## src/rtl/f1_light_seq_pkg.sv

```systemverilog
// ---------------------------------------------------------------------------
// f1_pkg
// Shared definitions for the F1 start-light sequencer:
//   f1_state_t : sequencer state encoding (IDLE, CYCLE, FILL, HOLD, OUT)
//   lfsr_taps  : Fibonacci feedback tap mask for a maximal-length LFSR of
//                width 4..8 (returns 0 for unsupported widths)
// ---------------------------------------------------------------------------
package f1_pkg;

   typedef enum logic [2:0] {
      IDLE  = 3'd0,
      CYCLE = 3'd1,
      FILL  = 3'd2,
      HOLD  = 3'd3,
      OUT   = 3'd4
   } f1_state_t;

   // Bit i of the mask set means register bit i feeds the XOR.
   // Each mask gives a primitive feedback polynomial for a left-shifting register.
   function automatic logic [7:0] lfsr_taps(input int width);
      logic [7:0] taps;
      case (width)
         4:       taps = 8'h09;
         5:       taps = 8'h12;
         6:       taps = 8'h21;
         7:       taps = 8'h41;
         8:       taps = 8'hB8;
         default: taps = 8'h00;
      endcase
      return taps;
   endfunction

endpackage

```

## src/rtl/f1_light_seq_lfsr.sv

```systemverilog
// ---------------------------------------------------------------------------
// f1_lfsr
// Free-running maximal-length Fibonacci LFSR that supplies the random hold
// length for race-start mode. It steps on every clock and never holds zero.
//   clk   : clock, rising edge
//   rst_n : asynchronous active-low reset, loads SEED
//   q     : current LFSR value, DELAY_W bits
// ---------------------------------------------------------------------------
module f1_lfsr
   import f1_pkg::*;
#(
   parameter int DELAY_W = 7,
   parameter int SEED    = 1
) (
   input  logic               clk,
   input  logic               rst_n,
   output logic [DELAY_W-1:0] q
);

   localparam logic [DELAY_W-1:0] TAPS   = DELAY_W'(lfsr_taps(DELAY_W));
   localparam logic [DELAY_W-1:0] SEED_V = DELAY_W'(SEED);

   logic [DELAY_W-1:0] r_q;
   logic               w_feedback;

   // The XOR of the tapped bits enters at bit 0 while the register shifts
   // left; with a primitive tap set and a non-zero seed the all-zero
   // state is unreachable.
   assign w_feedback = ^(r_q & TAPS);

   // Register update: runs every cycle, independent of the sequencer state.
   always_ff @(posedge clk or negedge rst_n) begin
      if (!rst_n) begin
         r_q <= SEED_V;
      end else begin
         r_q <= {r_q[DELAY_W-2:0], w_feedback};
      end
   end

   assign q = r_q;

endmodule

```

## src/rtl/f1_light_seq.sv

```systemverilog
// ---------------------------------------------------------------------------
// f1_light_seq
// Parametrised F1 start-light sequencer driving a WIDTH-bit light bar.
// Cycle mode repeats a fill/clear pattern; race-start mode fills on a
// trigger, holds all lights for a random number of ticks, then blanks the
// bar and pulses lights_out for one clock.
//   clk        : clock, rising edge
//   rst_n      : asynchronous active-low reset
//   tick       : single-cycle step strobe; all stepping happens only on ticks
//   mode       : 0 = cycle mode, 1 = race-start mode
//   trigger    : starts a race-start sequence from IDLE (level-sampled)
//   data_out   : light bar, thermometer code of the current level
//   busy       : high while a race-start sequence is in progress
//   lights_out : one-cycle pulse when the lights go out
// ---------------------------------------------------------------------------
module f1_light_seq
   import f1_pkg::*;
#(
   parameter int WIDTH   = 8,
   parameter int DELAY_W = 7,
   parameter int SEED    = 1
) (
   input  logic             clk,
   input  logic             rst_n,
   input  logic             tick,
   input  logic             mode,
   input  logic             trigger,
   output logic [WIDTH-1:0] data_out,
   output logic             busy,
   output logic             lights_out
);

   localparam int            LW        = $clog2(WIDTH + 1);
   localparam logic [LW-1:0] LEVEL_MAX = LW'(WIDTH);

   f1_state_t          r_state;
   f1_state_t          w_stateNext;
   logic [LW-1:0]      r_level;
   logic [LW-1:0]      w_levelNext;
   logic [DELAY_W-1:0] r_holdCnt;
   logic [DELAY_W-1:0] w_holdCntNext;
   logic [DELAY_W-1:0] w_lfsr;

   f1_lfsr #(
      .DELAY_W (DELAY_W),
      .SEED    (SEED)
   ) uLfsr (
      .clk   (clk),
      .rst_n (rst_n),
      .q     (w_lfsr)
   );

   // Next-state logic. In IDLE a plain tick in cycle mode wins, and a
   // trigger in race-start mode starts the fill without consuming the tick
   // that may arrive in the same cycle. Once FILL starts, mode and trigger
   // are ignored until the sequence returns to IDLE.
   always_comb begin
      w_stateNext   = r_state;
      w_levelNext   = r_level;
      w_holdCntNext = r_holdCnt;
      case (r_state)
         IDLE: begin
            if (!mode && tick) begin
               w_stateNext = CYCLE;
               w_levelNext = LW'(1);
            end else if (mode && trigger) begin
               w_stateNext = FILL;
               w_levelNext = '0;
            end
         end
         CYCLE: begin
            if (mode) begin
               w_stateNext = IDLE;
               w_levelNext = '0;
            end else if (tick) begin
               if (r_level == LEVEL_MAX) begin
                  w_stateNext = IDLE;
                  w_levelNext = '0;
               end else begin
                  w_levelNext = r_level + LW'(1);
               end
            end
         end
         FILL: begin
            // Level never exceeds WIDTH-1 here, so the increment cannot wrap.
            if (tick) begin
               w_levelNext = r_level + LW'(1);
               if (w_levelNext == LEVEL_MAX) begin
                  w_stateNext   = HOLD;
                  w_holdCntNext = w_lfsr;
               end
            end
         end
         HOLD: begin
            // The loaded count is the number of hold ticks still to come.
            if (tick) begin
               if (r_holdCnt == DELAY_W'(1)) begin
                  w_stateNext = OUT;
                  w_levelNext = '0;
               end else begin
                  w_holdCntNext = r_holdCnt - DELAY_W'(1);
               end
            end
         end
         OUT: begin
            w_stateNext = IDLE;
            w_levelNext = '0;
         end
         default: begin
            w_stateNext = IDLE;
            w_levelNext = '0;
         end
      endcase
   end

   // State, level and hold counter registers.
   always_ff @(posedge clk or negedge rst_n) begin
      if (!rst_n) begin
         r_state   <= IDLE;
         r_level   <= '0;
         r_holdCnt <= '0;
      end else begin
         r_state   <= w_stateNext;
         r_level   <= w_levelNext;
         r_holdCnt <= w_holdCntNext;
      end
   end

   // Thermometer decode: bit i lights when i is below the level. Done
   // bitwise so WIDTH=32 needs no 33-bit intermediate.
   always_comb begin
      data_out = '0;
      for (int i = 0; i < WIDTH; i++) begin
         data_out[i] = (i < int'(r_level));
      end
   end

   assign busy       = (r_state == FILL) || (r_state == HOLD) || (r_state == OUT);
   assign lights_out = (r_state == OUT);

endmodule
```

## config.mk

```make
export PLATFORM = sky130hd
export DESIGN_NAME = f1_light_seq
export DESIGN_NICKNAME = d
export VERILOG_FILES = /design/src/rtl/f1_light_seq_pkg.sv /design/src/rtl/f1_light_seq_lfsr.sv /design/src/rtl/f1_light_seq.sv
export SDC_FILE = /design/constraint.sdc
export NUM_CORES = 1
export LEC_CHECK = 0
export CORE_MARGIN = 1
export CORE_UTILIZATION = 49
export CTS_CLUSTER_DIAMETER = 30
export DETAILED_ROUTE_END_ITERATION = 10
export GPL_ROUTABILITY_DRIVEN = 0
export PLACE_DENSITY = 0.76
export SYNTH_ARGS = -nofsm -noshare
export SYNTH_HDL_FRONTEND = slang
export SYNTH_SLANG_ARGS = --single-unit
```

## constraint.sdc

```tcl
create_clock -name clk -period 1.58 [get_ports clk]
set_input_delay 0.158 -clock clk [delete_from_list [all_inputs] [get_ports clk]]
set_output_delay 0.158 -clock clk [all_outputs]
set_load 0.005 [all_outputs]
```

### Word level (Yosys, flattened, before mapping)

Cells that the tools add are included.

| storage, ports and cells | value |
|---|---|
| register bits | 21 |
| input bits | 5 |
| output and inout port bits | 10 |

| cells by class | value |
|---|---|
| eq/ne operators | 15 |
| reductions and logical operators | 11 |
| $add $sub $neg | 2 |
| magnitude comparators | 8 |
| multiplexer cells | 24 |

Operators by type and width:

| operator | count |
|---|---|
| $mux 4 | 8 |
| $mux 7 | 4 |
| $mux 3 | 9 |
| $lt 3x4->1 const A | 4 |
| $pmux 4 s4 | 1 |
| $pmux 7 s2 | 1 |
| $pmux 3 s4 | 1 |
| $ne 2x2->1 const B | 5 |
| $reduce_and 5->1 | 2 |
| $ne 3x3->1 const B | 3 |
| $eq 4x4->1 const B | 2 |
| $lt 1x4->1 const A | 2 |
| $lt 2x4->1 const A | 2 |
| $eq 7x1->1 const B | 1 |
| $reduce_and 7->1 | 1 |
| $reduce_xor 7->1 | 1 |
| $sub 7x1->7 const B | 1 |
| $eq 3x2->1 const B | 2 |
| $add 4x1->4 const B | 1 |
| $eq 3x1->1 const B | 1 |
| $eq 3x3->1 const B | 1 |
| $logic_not 3->1 | 1 |
| $logic_and 1x1->1 | 2 |
| $logic_or 1x1->1 | 2 |
| 2 further kinds | 2 |

### Logic depth before layout (Yosys ltp)

| depth | value |
|---|---|
| depth after elaboration | 5 |
| mapped depth | 6 |
| mapped depth without buffers | 6 |

### Modules after synthesis

From an unflattened synthesis, not the netlist that was laid out.

| second synthesis, totals | value |
|---|---|
| cells, all modules | 137 |
| area, all modules | 1,226.2 µm² |

By module, submodules not included:

| module | instances | area each (µm²) | cells each |
|---|---|---|---|
| f1_light_seq | 1 | 1,041.0 | 129 |
| f1_lfsr | 1 | 185.2 | 8 |

### Least setup slack after synthesis

Ideal clock, no wire load.

| timing | value |
|---|---|
| kind | flip-flop to flip-flop |
| start | reg r_holdCnt[1] |
| end | reg r_holdCnt[1] |
| path buffers | 0 |
| setup time | 0.125 ns |
| arrival time | 1.514 ns |
| period minus slack after synthesis | 1.640 ns |
| path slack | -0.060 ns |
| cell stages (with the launch flop) | 7 |
| data required time | 1.455 ns |
| cell sequence | dfrtp_1 -> inv_1 -> ha_1 -> nor3b_1 -> a21oi_2 -> o21a_4 -> mux2_4 |

| on the way | value |
|---|---|
| word-level cells in the longest chain between the ends | 4 |
| elaborated cells on any way between the ends | 7 |

RTL lines:

| what | RTL line | source |
|---|---|---|
| from (decl) | f1_light_seq.sv:40 | `logic [DELAY_W-1:0] r_holdCnt;` |
| from (signal assigned) | f1_light_seq.sv:125 | `r_holdCnt <= w_holdCntNext;` |
| $sub 7x1->7 | f1_light_seq.sv:101 | `w_holdCntNext = r_holdCnt - DELAY_W'(1);` |
| $mux 7 | f1_light_seq.sv:97 | `if (r_holdCnt == DELAY_W'(1)) begin` |
| $mux 7 | f1_light_seq.sv:96 | `if (tick) begin` |
| $pmux 7 s2 | f1_light_seq.sv:61 | `case (r_state)` |

Parallel ways exist; a longest one is shown, timed or not. The select of a mux whose other input is x is not followed.
A chain may end at the register's enable or synchronous reset.

### Final worst setup path

| timing | value |
|---|---|
| start | reg r_level[1] |
| end | reg r_holdCnt[1] |

| on the way | value |
|---|---|
| word-level cells in the longest chain between the ends | 4 |

RTL lines:

| what | RTL line | source |
|---|---|---|
| from (decl) | f1_light_seq.sv:38 | `logic [LW-1:0] r_level;` |
| from (signal assigned) | f1_light_seq.sv:124 | `r_level <= w_levelNext;` |
| $add 4x1->4 | f1_light_seq.sv:87 | `w_levelNext = r_level + LW'(1);` |
| $eq 4x4->1 | f1_light_seq.sv:88 | `if (w_levelNext == LEVEL_MAX) begin` |
| $ne 2x2->1 (no line) | -- |  |
| $reduce_and 5->1 (no line) | -- |  |

No other way between the ends.

==> impl_summary.md <==
Outcome
The run finished, with violations left. The final reports fail on negative setup slack.

Synthesis
The leading register cell type out of synthesis is sky130_fd_sc_hd__dfrtp_1. The warning count from the yosys run is 0. In the synthesized netlist the async set-or-reset flop fraction comes to 100.0%. The distinct cell type count after synthesis is 42.

The flip-flop and latch count after synthesis is 21. The cell count after synthesis is 130. Synthesis produced a netlist with a net count of 139. A synthesized cell averages 9.692 um^2. In this run the cell area of the synthesized design comes to 1260 um^2.

The count of flip-flops with a built-in enable after synthesis is 0. The sequential fraction of the synthesis area is 41.81%.

Critical path
The setup path with the least slack is of type flip-flop to flip-flop. STA puts the critical path data required time at 1.78 ns. The critical register-to-register path startpoint is r_level[1]. The startpoint of the most critical setup path is r_level[1]. The end of the worst register-to-register path is r_holdCnt[1]. Of all nets on the critical path, the largest fanout is 3. Data on the critical path arrives at its endpoint at 1.88 ns. The number of cells on the worst reg-to-reg path is 5. The kind of start point of the critical path is a flip-flop.

The capture point of the worst path is r_holdCnt[1]. The endpoint type of the worst setup path is a flip-flop. The slack of the worst reg-to-reg path is -0.10 ns.

Clocking
The clock net in this run drives a total of 21 sinks. Clock latency on the worst-skew pair, taken at its later pin, is 0.31 ns. TritonCTS built the clock tree. Clock tree synthesis inserted a total of 3 buffers. The number of buffers on the longest clock path is 2. After clock tree synthesis, the clock-pin slew on the worst setup and hold paths is 0.13 ns. The total number of H-tree levels is 1. The cell at the root of the clock tree is sky130_fd_sc_hd__clkbuf_4.

STA
The portion of the clock cycle consumed by the worst path in the final layout is 106.4%. The accumulated negative setup slack is -0.2874 ns. The transition at the pin with the smallest max-transition slack is 0.4615 ns. The headroom to the max-slew limit is 69.14%. For the final database, setup skew stands at 0.01130 ns.

The minimum setup slack in the final design is -0.1014 ns. Derived from the worst setup path, the maximum achievable clock frequency is 594.7 MHz. The max-slew violation total from the final report came to 0. Across all hold checks on the routed design, the worst slack comes to 0.1443 ns. Setup repair after global routing could not meet its margin everywhere. The number of hold violations in the final report is 0. Setup violations remaining at the end of the flow were counted as 6. The worst path in the final design needs a cycle of 1.681 ns, including I/O delays and setup.

Floorplanning
After floorplanning, the core was sized to cover 2455 um^2. For this design the top-level I/O count stands at 15. The chip height is 52.71 um. The area enclosed by the die boundary is 2778 um^2. The initial standard-cell utilization of the core is 51.33%. The die is 52.71 um wide. The floorplan has 18 rows.

Finish
0 antenna diodes ended up in the layout. The layout overhead on the synthesized area is 47.96%. The fraction of layout cells with a size suffix above 1 is 47.19%. The top cell types in the final layout, fill and taps aside, are sky130_fd_sc_hd__buf_4, sky130_fd_sc_hd__dfrtp_1, sky130_fd_sc_hd__inv_1. For this run, the number of standard cells in the final layout without fillers is 208. Counting the fill cells in the layout gives 159. Leaving out fill and tap cells, the most frequent cell in the layout is sky130_fd_sc_hd__buf_4. The net count of the finished layout is 188.

Power and ir drop
The leakage power summed over all cells is 0.0008379 uW. Internal power comes to 1682 uW. The sequential share of power is 31.1%. Across the VDD grid, the largest voltage drop is 1.023 mV. For this design the ratio of total power to cell area is 1563 nW/um^2. Power comes to 2913 uW. The share of total power dissipated in combinational logic is 59.7%. The switching power of the nets is 1231 uW. The switching portion of total power is 42.26%. The clock network burns 9.2% of the power.

Drt
After detailed routing, the number of vias per cell comes to 5.957. Before antenna repair, the detailed router went through 4 iterations. The count of nets left with antenna violations after detail routing is 0.

In this run, the number of DRC markers left after iteration 0 of detailed routing was 30. The routed wire length is 3495 um. In the routed design, unresolved DRC markers number 0.

The via total after detailed routing is 1239. The detailed-route wire length per cell is 16.80 um.

Global route
The wire length of the first global-routing pass is 5140 um. The initial antenna violation count is 0. Entering global routing, the biggest net connects 15 pins. The remaining global-route overflow is 0.

The via count of the first global-routing pass was 1148. Across every metal layer, demand over resource in global routing totals 25.67%.

Placed design
The count of input and output buffers is 14. Detailed placement finished with a half-perimeter wire length of 2249 um. The number of cells after detailed placement is 193.

Min path
The tightest min-delay check is of the input pin to async pin type.

Run
Across the run, the number of max-cap violations was 0.
-- Yosys cell counts, types with 2 or more instances --
master                     number  area (um^2)
sky130_fd_sc_hd__a21oi_1        3        15.01
sky130_fd_sc_hd__nand3_1        8        40.04
sky130_fd_sc_hd__inv_1         16        60.06
sky130_fd_sc_hd__ha_1           4        50.05
sky130_fd_sc_hd__dfrtp_1       20        500.5
sky130_fd_sc_hd__o211ai_1       7        52.55
sky130_fd_sc_hd__nand3b_1       3        22.52
sky130_fd_sc_hd__nor3_1         5        25.02
sky130_fd_sc_hd__a31o_2         2        17.52
sky130_fd_sc_hd__a21o_1         3        22.52
sky130_fd_sc_hd__nand4b_1       2        17.52
sky130_fd_sc_hd__o21ai_0        8        40.04
sky130_fd_sc_hd__a22oi_1        5        37.54
sky130_fd_sc_hd__o221ai_1       3        26.28
sky130_fd_sc_hd__buf_2          2        10.01
sky130_fd_sc_hd__nand4_1        4        25.02
sky130_fd_sc_hd__nand2_1        7        26.28
sky130_fd_sc_hd__a211oi_1       3        22.52
sky130_fd_sc_hd__nor2_1         2        7.510
-- stage by stage --
step | cell area, um^2 | util (%) | setup slack, ns
after global routing | 1864 | 75.94 | -0.1358
final | 1864 | 75.94 | -0.1014
after CTS | 1769 | 72.07 | -0.08104
after floorplan | 1270 | - | -0.01950
after detailed placement | 1610 | 65.60 | -0.07357
after global placement | 1610 | 65.60 | -0.04524
-- final cells by class --
class | instances | area, um^2 | share of cell area [%]
Clock buffer | 3 | 22.52 | 1.208
Clock inverter | 1 | 5.005 | 0.2685
Inverter | 16 | 62.56 | 3.356
Multi-Input combinational cell | 89 | 795.8 | 42.68
Sequential cell | 21 | 533.0 | 28.59
Tap cell | 30 | 37.54 | 2.013
Timing Repair Buffer | 48 | 407.9 | 21.88
-- worst min path at each step --
stage / startpoint / to / slack [ns] / depth (start not counted)
5_1_grt: rst_n / r_state[2] / 0.14 / 1
4_1_cts: rst_n / r_state[2] / 0.15 / 1
3_5_place_dp: uLfsr.q[5] / uLfsr.q[6] / 0.36 / 0
2_1_floorplan: rst_n / r_holdCnt[0] / -0.14 / 0
3_3_place_gp: uLfsr.q[3] / uLfsr.q[4] / 0.36 / 0
6_report: rst_n / r_state[2] / 0.14 / 1
-- state kept, by name, summed over array words and instances, names as in the netlist --
| signal | count |
|---|---|
| r_holdCnt | 7 |
| uLfsr.q | 7 |
| r_level | 4 |
| r_state | 3 |
-- worst max-delay path, cell delays in order (launching register included) --
cell and delay (ns):
sky130_fd_sc_hd__dfrtp_2 0.47, sky130_fd_sc_hd__buf_6 0.13, sky130_fd_sc_hd__a21bo_4 0.22, sky130_fd_sc_hd__a211oi_4 0.27
sky130_fd_sc_hd__o21a_4 0.18, sky130_fd_sc_hd__mux2_4 0.30
-- power by group through the flow --
stage	Combinational [uW]	Clock, uW	Sequential, uW
floorplan	752	0	810
global placement	1280	0	845
detailed placement	1310	0	857
CTS	1500	272	859
global route	1870	305	921
finish	1740	268	907
-- per-layer routing --
metal	up-vias	GRT usage, %	wire length [um]
li1	587	-	-
met1	614	35.32	1566
met2	34	42.19	1727
met3	4	4.348	171
met4	0	4.825	30
met5	-	0	0
-- cells by family (layout without fill, tap and decap cells) --
kind of cell	count (synthesis)	count (layout)	synth area share, %
AOI/OAI and AO/OA	42	42	25.92
xor gates and xnor gates	1	1	0.6953
muxes	1	1	1.191
DFF	21	21	41.81
adders and majority gates	4	4	3.972
buffers and inverters	20	68	6.554
and+or+nand+nor	41	41	19.86
-- repair_timing --
action / in CTS / in global routing
pin swaps: 8 / 5
hold buffers: 0 / 0
setup endpoints to repair: 16 / 21
resized for setup: 42 / 29
buffers inserted: 10 / 1
No activity file was read; power rests on OpenSTA's default activity.
